### src/rtl/mul_approx_pkg.sv
// Shared types and helpers for the parametrised approximate multiplier pipe.
package mul_approx_pkg;

   // Operating modes carried with every beat.
   typedef enum logic [1:0] {
      MODE_EXACT    = 2'd0,
      MODE_COLTRUNC = 2'd1,
      MODE_OPTRUNC  = 2'd2,
      MODE_RSVD     = 2'd3
   } mode_e;

   // Operand width limits and the default product width (2 x operand width).
   localparam int MIN_WIDTH      = 4;
   localparam int MAX_WIDTH      = 16;
   localparam int DEF_WIDTH      = 8;
   localparam int DEF_PROD_W     = 2 * DEF_WIDTH;

   // Product width for a given operand width.
   function automatic int prod_w(input int width);
      return 2 * width;
   endfunction

   // Saturating add clamped to a w-bit unsigned maximum (w <= 64).
   // Operands are expected to already fit in w bits.
   function automatic logic [63:0] sat_add(input logic [63:0] a,
                                           input logic [63:0] b,
                                           input int          w);
      logic [64:0] sum;
      logic [63:0] max_val;
      max_val = (w >= 64) ? {64{1'b1}} : ((64'd1 << w) - 64'd1);
      sum     = {1'b0, a} + {1'b0, b};
      if (sum[64] || (sum[63:0] > max_val)) begin
         return max_val;
      end
      return sum[63:0];
   endfunction

endpackage

### src/rtl/mul_approx_core.sv
// Combinational multiplier array: exact product plus the mode-selected
// approximate product (column-truncated or operand-truncated).
module mul_approx_core
   import mul_approx_pkg::*;
#(
   parameter int WIDTH = 8,
   parameter int TRUNC = 4
) (
   input  logic [WIDTH-1:0]   A,
   input  logic [WIDTH-1:0]   B,
   input  logic [1:0]         mode,
   output logic [2*WIDTH-1:0] P_exact,
   output logic [2*WIDTH-1:0] P_approx
);

   localparam int PW = 2 * WIDTH;
   // Rounding compensation for the dropped low columns (half the lowest kept weight).
   localparam logic [PW-1:0] COMP =
      (TRUNC > 0) ? (PW'(1) << ((TRUNC > 0) ? TRUNC - 1 : 0)) : '0;
   // Operand mask for mode 2: clear the low TRUNC/2 bits.
   localparam logic [WIDTH-1:0] OP_KEEP = {WIDTH{1'b1}} << (TRUNC / 2);

   logic [PW-1:0] col_trunc;

   // One row per multiplicand bit; partial-product bits in columns below
   // TRUNC are masked out, rows are accumulated down the chain.
   for (genvar gi = 0; gi < WIDTH; gi++) begin : g_row
      logic [WIDTH-1:0] keep;
      logic [PW-1:0]    row;
      logic [PW-1:0]    acc;

      // Keep B[j] only where column gi+j survives truncation.
      always_comb begin
         keep = '0;
         for (int j = 0; j < WIDTH; j++) begin
            keep[j] = ((gi + j) >= TRUNC);
         end
      end

      assign row = A[gi] ? (PW'(B & keep) << gi) : '0;

      if (gi == 0) begin : g_first
         assign acc = row;
      end else begin : g_chain
         assign acc = g_row[gi-1].acc + row;
      end
   end

   assign col_trunc = g_row[WIDTH-1].acc + COMP;
   assign P_exact   = PW'(A) * PW'(B);

   // Per-beat mode selection; reserved mode falls back to the exact product.
   always_comb begin
      P_approx = P_exact;
      case (mode_e'(mode))
         MODE_COLTRUNC: P_approx = col_trunc;
         MODE_OPTRUNC:  P_approx = PW'(A & OP_KEEP) * PW'(B & OP_KEEP);
         default:       P_approx = P_exact;
      endcase
   end

endmodule

### src/rtl/mul_approx_pipe.sv
// Pipelined approximate multiplier with valid/ready stream and an in-system
// error monitor (beat count and accumulated |exact - approx|).
module mul_approx_pipe
   import mul_approx_pkg::*;
#(
   parameter int WIDTH  = 8,
   parameter int TRUNC  = 4,
   parameter int PIPE   = 2,
   parameter int STAT_W = 32
) (
   input  logic                clk,
   input  logic                rst,
   input  logic                in_valid,
   output logic                in_ready,
   input  logic [WIDTH-1:0]    A,
   input  logic [WIDTH-1:0]    B,
   input  logic [1:0]          mode,
   output logic                out_valid,
   input  logic                out_ready,
   output logic [2*WIDTH-1:0]  O,
   output logic [1:0]          out_mode,
   output logic                mode_err,
   input  logic                stat_clear,
   output logic [STAT_W-1:0]   stat_count,
   output logic [STAT_W-1:0]   stat_err_sum
);

   localparam int PW = 2 * WIDTH;

   logic          en;
   logic [PW-1:0] core_exact;
   logic [PW-1:0] core_approx;
   logic [PW-1:0] fin_exact;
   logic [PW-1:0] err;

   logic [STAT_W-1:0] stat_count_q, stat_count_d;
   logic [STAT_W-1:0] stat_err_sum_q, stat_err_sum_d;

   mul_approx_core #(
      .WIDTH (WIDTH),
      .TRUNC (TRUNC)
   ) u_core (
      .A        (A),
      .B        (B),
      .mode     (mode),
      .P_exact  (core_exact),
      .P_approx (core_approx)
   );

   // Whole pipe advances together; a full output slot with no taker freezes it.
   assign en       = !out_valid || out_ready;
   assign in_ready = en;

   // Stage 0 holds the array result; later stages are pure retiming and
   // carry bubbles as invalid slots.
   for (genvar gi = 0; gi < PIPE; gi++) begin : g_stage
      logic          vld_q, vld_d;
      logic [1:0]    mode_q, mode_d;
      logic [PW-1:0] exact_q, exact_d;
      logic [PW-1:0] approx_q, approx_d;

      if (gi == 0) begin : g_first
         // Capture the multiplier array output when the pipe advances.
         always_comb begin
            vld_d    = vld_q;
            mode_d   = mode_q;
            exact_d  = exact_q;
            approx_d = approx_q;
            if (en) begin
               vld_d    = in_valid;
               mode_d   = mode;
               exact_d  = core_exact;
               approx_d = core_approx;
            end
         end
      end else begin : g_retime
         // Shift the previous stage forward when the pipe advances.
         always_comb begin
            vld_d    = vld_q;
            mode_d   = mode_q;
            exact_d  = exact_q;
            approx_d = approx_q;
            if (en) begin
               vld_d    = g_stage[gi-1].vld_q;
               mode_d   = g_stage[gi-1].mode_q;
               exact_d  = g_stage[gi-1].exact_q;
               approx_d = g_stage[gi-1].approx_q;
            end
         end
      end

      // Stage registers; reset drops every in-flight beat.
      always_ff @(posedge clk) begin
         if (rst) begin
            vld_q    <= 1'b0;
            mode_q   <= '0;
            exact_q  <= '0;
            approx_q <= '0;
         end else begin
            vld_q    <= vld_d;
            mode_q   <= mode_d;
            exact_q  <= exact_d;
            approx_q <= approx_d;
         end
      end
   end

   assign out_valid = g_stage[PIPE-1].vld_q;
   assign O         = g_stage[PIPE-1].approx_q;
   assign out_mode  = g_stage[PIPE-1].mode_q;
   assign mode_err  = (g_stage[PIPE-1].mode_q == MODE_RSVD);
   assign fin_exact = g_stage[PIPE-1].exact_q;

   // Absolute error of the beat at the output slot.
   always_comb begin
      err = (fin_exact >= O) ? (fin_exact - O) : (O - fin_exact);
   end

   // Statistics: clear wins over a coincident handshake; both counters saturate.
   always_comb begin
      stat_count_d   = stat_count_q;
      stat_err_sum_d = stat_err_sum_q;
      if (stat_clear) begin
         stat_count_d   = '0;
         stat_err_sum_d = '0;
      end else if (out_valid && out_ready) begin
         stat_count_d   = STAT_W'(sat_add(64'(stat_count_q), 64'd1, STAT_W));
         stat_err_sum_d = STAT_W'(sat_add(64'(stat_err_sum_q), 64'(err), STAT_W));
      end
   end

   // Statistics registers.
   always_ff @(posedge clk) begin
      if (rst) begin
         stat_count_q   <= '0;
         stat_err_sum_q <= '0;
      end else begin
         stat_count_q   <= stat_count_d;
         stat_err_sum_q <= stat_err_sum_d;
      end
   end

   assign stat_count   = stat_count_q;
   assign stat_err_sum = stat_err_sum_q;

endmodule

### config.mk
export PLATFORM = sky130hd
export DESIGN_NAME = mul_approx_pipe
export DESIGN_NICKNAME = d
export VERILOG_FILES = /design/src/rtl/mul_approx_pkg.sv /design/src/rtl/mul_approx_core.sv /design/src/rtl/mul_approx_pipe.sv
export SDC_FILE = /design/constraint.sdc
export NUM_CORES = 1
export LEC_CHECK = 0
export ABC_CLOCK_PERIOD_IN_PS = 5600
export BUFFER_PORTS_ARGS = -buffer_cell sky130_fd_sc_hd__buf_4
export CORE_MARGIN = 4
export CORE_UTILIZATION = 50
export CTS_CLUSTER_DIAMETER = 80
export DETAILED_ROUTE_END_ITERATION = 16
export PLACE_DENSITY = 0.78
export SLEW_MARGIN = 10
export SYNTH_ARGS = -nofsm -noshare
export SYNTH_HDL_FRONTEND = slang
export SYNTH_SLANG_ARGS = --single-unit
### constraint.sdc
create_clock -name clk -period 5.6 [get_ports clk]
set_clock_uncertainty 0.05 [all_clocks]
set_input_delay 0.56 -clock clk [delete_from_list [all_inputs] [get_ports clk]]
set_output_delay 0.56 -clock clk [all_outputs]
set_load 0.1 [all_outputs]
Yosys cells after proc, flatten, opt, wreduce, memory -nomap -nowiden
Cells that the tools add are included.

Reduce and logical (&&, ||, !) cells: 6. Magnitude comparators: 3. Equality and inequality tests: 3. Mux-type cells: 20. Multipliers: 2. Add/subtract/negate cells: 12.

Operator list (number): $mux 32 (4); $gt 33x32->1 const B (2); $add 16x16->16 (4); $add 32x1->33 const B (1); $add 32x16->33 (1); $pmux 16 s2 (1); $sub 16x16->16 (2); $add 16x13->16 (1); $add 16x14->16 (1); $add 16x15->16 (1); $add 16x4->16 const B (1); $ge 16x16->1 (1); $mul 8x8->16 (1); $mux 16 (1); $mux 15 (1); $mux 14 (1); $mux 13 (1); $mul 6x6->12 (1); $mux 12 (1); $mux 11 (1); $mux 10 (1); $mux 9 (1); $mux 8 (1); $mux 1 (6); other kinds (7) (9).

Output and inout bits: 85. Word-level logic and storage cells: 56. Input bits: 23. Register bits after elaboration: 134.

Logic depth before layout (Yosys ltp)
Word-level depth: 10. Depth in mapped cells: 23. Depth with buffers taken out: 21.

Hierarchy
Synthesis repeated with hierarchy kept, for this count alone.

Cell total of the unflattened synthesis: 1520. Area, all modules: 11987.7 um^2.

By module, submodules not included: mul_approx_pipe (times used 1, cells each 992, sequential area each 2682.6 um^2, area each 7687.4 um^2); mul_approx_core (times used 1, cells each 528, sequential area each 0.0 um^2, area each 4300.4 um^2).

Least setup slack after synthesis
No wires, ideal clock.

Kind: register to register. From: register g_stage[1].approx_q[9], in the netlist O[9]. To: register stat_err_sum_q[22], in the netlist stat_err_sum[22]. Data arrival time: 5381 ps. Stages on the path, launching flop included: 22. Setup slack: 51 ps. Period minus slack after synthesis: 5549 ps. Setup time: 118 ps. Data required time: 5432 ps. Buffers on the path: 2. Cell sequence: dfxtp_1 -> inv_1 -> ha_1 -> clkbuf_1 -> a21oi_1 -> o21ai_0 -> a311oi_1 -> o31a_1 -> nor2_1 -> buf_1 -> a211oi_1 -> o31ai_1 -> a21oi_1 -> xnor2_1 -> ha_1 -> nand3_1 -> or2_2 -> o2111ai_1 -> nand2_1 -> nor2_1 -> nand4_1 -> a32o_1.

Cells in the longest elaborated chain, start to end: 9. Elaborated cells between the ends (all ways): 11. Those cells by class: add/sub: 3; order compare: 2; mux: 5; reduce/logical: 1.

Ends and longest elaborated chain: start, declared (RTL line mul_approx_pipe.sv:60) `logic [PW-1:0] approx_q, approx_d;`; start signal, assigned (RTL line mul_approx_pipe.sv:103) `approx_q <= approx_d;`; $sub 16x16->16 or $ge 16x16->1 (tied branches) (RTL line mul_approx_pipe.sv:116) `err = (fin_exact >= O) ? (fin_exact - O) : (O - fin_exact);`; $mux 16 * (RTL line mul_approx_pipe.sv:116); $add 32x16->33 * (RTL line mul_approx_pkg.sv:31) `sum = {1'b0, a} + {1'b0, b};`; $gt 33x32->1 (RTL line mul_approx_pkg.sv:32) `if (sum[64] || (sum[63:0] > max_val)) begin`; $logic_or 1x1->1 (RTL line mul_approx_pkg.sv:32); $mux 1 (RTL line mul_approx_pkg.sv:32); $mux 1 (RTL line mul_approx_pipe.sv:126) `end else if (out_valid && out_ready) begin`; $mux 1 (RTL line mul_approx_pipe.sv:123) `if (stat_clear) begin`; $mux 32 * (RTL line mul_approx_pkg.sv:35) `return sum[63:0];`; end signal, assigned (RTL line mul_approx_pipe.sv:139) `stat_err_sum_q <= stat_err_sum_d;`; end, declared (RTL line mul_approx_pipe.sv:37) `logic [STAT_W-1:0] stat_err_sum_q, stat_err_sum_d;`.

Every way passes the cells marked *; elsewhere a longest branch is shown, timed or not. The select of a mux whose other input is x is not followed. A chain may end at the register's enable or synchronous reset.

Worst setup path in the final report
Ends and elaborated chain as after synthesis.

==> results.ini <==
[run_status]
outcome = complete, no violations

[yosys]
syn_inst = 1476
ys.flop_type = dfxtp_1
seq_area_frac_synth_pct = 22.32
syn_area_um2 = 12020
syn_nets = 1690
ys_types = 82
async_flop_share_pct = 0
avgSynthCellArea_um2 = 8.144
yosysTopAreaCell = dfxtp_1
synth_top_area_share_pct = 22.32
synth-edff-count = 0
synthTopCellsByArea = dfxtp_1 22%, fa_1 12%, ha_1 12%
synth-warning-count = 0
ys_seq_elements = 134

[finish]
layout.nets = 1751
final_common_cell = nand2_1
area_growth_pct = 13.47
postLayoutCellArea_um2 = 13640
layoutNonFillerInstCount = 1869
antenna_cells = 0
mostFrequentLayoutCells = 168 x nand2_1, 165 x inv_1, 137 x a21oi_1
drive_gt1_share_pct = 12.26
fillers = 2152

[setup_path]
cp-start-kind = flop
endpoint_kind = flop
path_class = reg2reg
cp.arrival_ns = 5.54
worst_ep_required_time_ns = 5.86
worst-path-max-fanout = 10

[route]
ant_nets = 0
via_count = 10870
drt_iter0_drc = 914
viasPerCell = 5.816
routed_wl_um = 31440
drc_errors = 0
first_pass_iters = 5
routedWlPerCell_um = 16.82

[clock_network]
numClockSinks = 134
cts_resized = 0
clockBufferDepth = 2
h-tree-depth = 4
hold_buffers = 0
cts_buffers = 17
cts_tree = built
cts-root-buf = clkbuf_16
clock_latency_ns = 0.42
post_cts_buffers = 0
clkTransAtPathRegs_ns = 0.07

[worst_hold_path]
hold_path_class = in2reg

[timing]
fin_tns_setup_ns = 0
fmax_ghz = 0.1895
hold_viol = 0
finalCritPeriodShare_pct = 94.22
slew_violations = 0
layout_setup_ws_ns = 0.3239
rsz0062_at_grt = no
fin_crit_ns = 5.276
finalSetupViolations = 0
tightest_slew_ns = 1.027
slew_headroom_pct = 31.47

[pwr]
total_power_mw = 5.407
power_density_nw_per_um2 = 396.4
max-vdd-ir-drop_mv = 0.2450
p_leak_nw = 6.092

[global_route]
grt_pass1_vias = 10410
grtUsageTotal_pct = 23.52
grt_overflow = 0
grt_max_degree = 80
grt_antenna_before_repair = 0
grt_pass1_wl_um = 51850

[floorplanning]
die_y_um = 163.1
core_area_um2 = 23540
dieArea_um2 = 26590
die_w_um = 163.1
initial_core_util_pct = 51.06
ios = 108
rows = 56

[flow_run]
cap_violations = 0

[placed_design]
place_congestion = 0.9610
dpl.hpwl_um = 24140
placed_cells = 1837
place_ws_ns = 0.1784
dpl-instance-area_um2 = 12990
io_buffers = 107

-- cell type report --
type / count / area [µm²] / area share, %
clock buffer: 20 / 446.7 / 3.275
clock inverter: 12 / 167.7 / 1.229
inverter: 167 / 626.9 / 4.596
sequential: 134 / 2683 / 19.67
timing repair buffer: 116 / 870.8 / 6.385
tap: 319 / 399.1 / 2.926
multi-input combinational: 1101 / 8446 / 61.92
-- cell families after synthesis --
group | count (synthesis) | share of synthesized area, %
AND/OR/NAND/NOR | 452 | 19.05
AO/OA/AOI/OAI | 385 | 20.83
buffers and inverters | 241 | 7.776
adder cells (fa/ha/maj) | 191 | 24.57
flip-flops | 134 | 22.32
XOR/XNOR | 59 | 4.299
multiplexers | 14 | 1.166
-- worst max-delay path, stage by stage (launching register included) --
cell and delay (ns):
dfxtp_1 0.38, inv_1 0.06, ha_1 0.49, a21oi_1 0.12, o21ai_0 0.34, a311oi_1 0.09
o31a_1 0.33, or2_1 0.36, a2111oi_2 0.43, o31ai_2 0.17, a21oi_1 0.23, xnor2_1 0.11
ha_1 0.40, nand3_1 0.11, or2_2 0.29, o2111ai_1 0.35, nand2_1 0.15, nor2_2 0.29
nand4_1 0.13, a32o_1 0.27
-- Yosys cell counts, types with 5 or more instances --
cell type	number
o31ai_1	6
a221oi_1	10
xor2_1	23
nand4_1	21
a21o_1	32
a311oi_1	10
and4_1	8
a31oi_1	26
a211oi_1	23
clkbuf_1	58
inv_1	165
o21bai_1	13
a41oi_1	7
nand2_1	168
buf_1	6
o21ai_0	59
mux2i_1	14
nor2_1	72
xnor2_1	36
and3_1	17
o21a_1	9
ha_1	116
nor2b_1	8
or3_1	6
nand3_1	32
nor3_1	22
and2_1	51
a21oi_1	137
nand2b_1	5
buf_2	6
o211ai_1	8
dfxtp_1	134
nor4_1	13
fa_1	75
-- flip-flops by register name (all words and copies together) (netlist names) --
register and cells:
O 16, fin_exact 16, g_stage.approx_q 16, g_stage.exact_q 16, g_stage.mode_q 2, g_stage.vld_q 1
out_mode 2, out_valid 1, stat_count 32, stat_err_sum 32
-- metal layers --
layer,wire [µm],track usage [%],up-vias
li1,-,-,5256
met1,14010,32.25,5203
met2,15050,38.77,359
met3,1738,3.205,53
met4,637,7.282,0
met5,0,0,-
-- report_power, final --
group / leakage, nW / switching [mW] / internal [mW] / total [mW]
Combinational: 4.70 / 1.84 / 1.26 / 3.10
Sequential: 1.09 / 0.0764 / 1.06 / 1.14
Clock: 0.301 / 0.451 / 0.722 / 1.17
-- metrics by stage --
stage	utilization, %	hold WS [ns]
final	57.93	0.3600
after detailed placement	55.19	0.3953
after global routing	57.93	0.3495
after CTS	57.80	0.3401
after global placement	55.19	0.3890
after floorplan	-	0.3821
-- path summary, 6_finish.rpt --
check / from / end / slack, ns / cells after the start
worst max-delay path: O[9]$_SDFFE_PP0P_ / stat_err_sum[22]$_SDFFE_PP0P_ / 0.32 / 19
worst min-delay path: mode[0] / g_stage[0].mode_q[0]$_SDFFE_PP0P_ / 0.36 / 3
worst max register to register: O[9]$_SDFFE_PP0P_ / stat_err_sum[22]$_SDFFE_PP0P_ / 0.32 / 19
worst min register to register: g_stage[0].approx_q[1]$_SDFFE_PP0P_ / g_stage[0].approx_q[1]$_SDFFE_PP0P_ / 0.40 / 2
No activity file was read; power rests on OpenSTA's default activity.
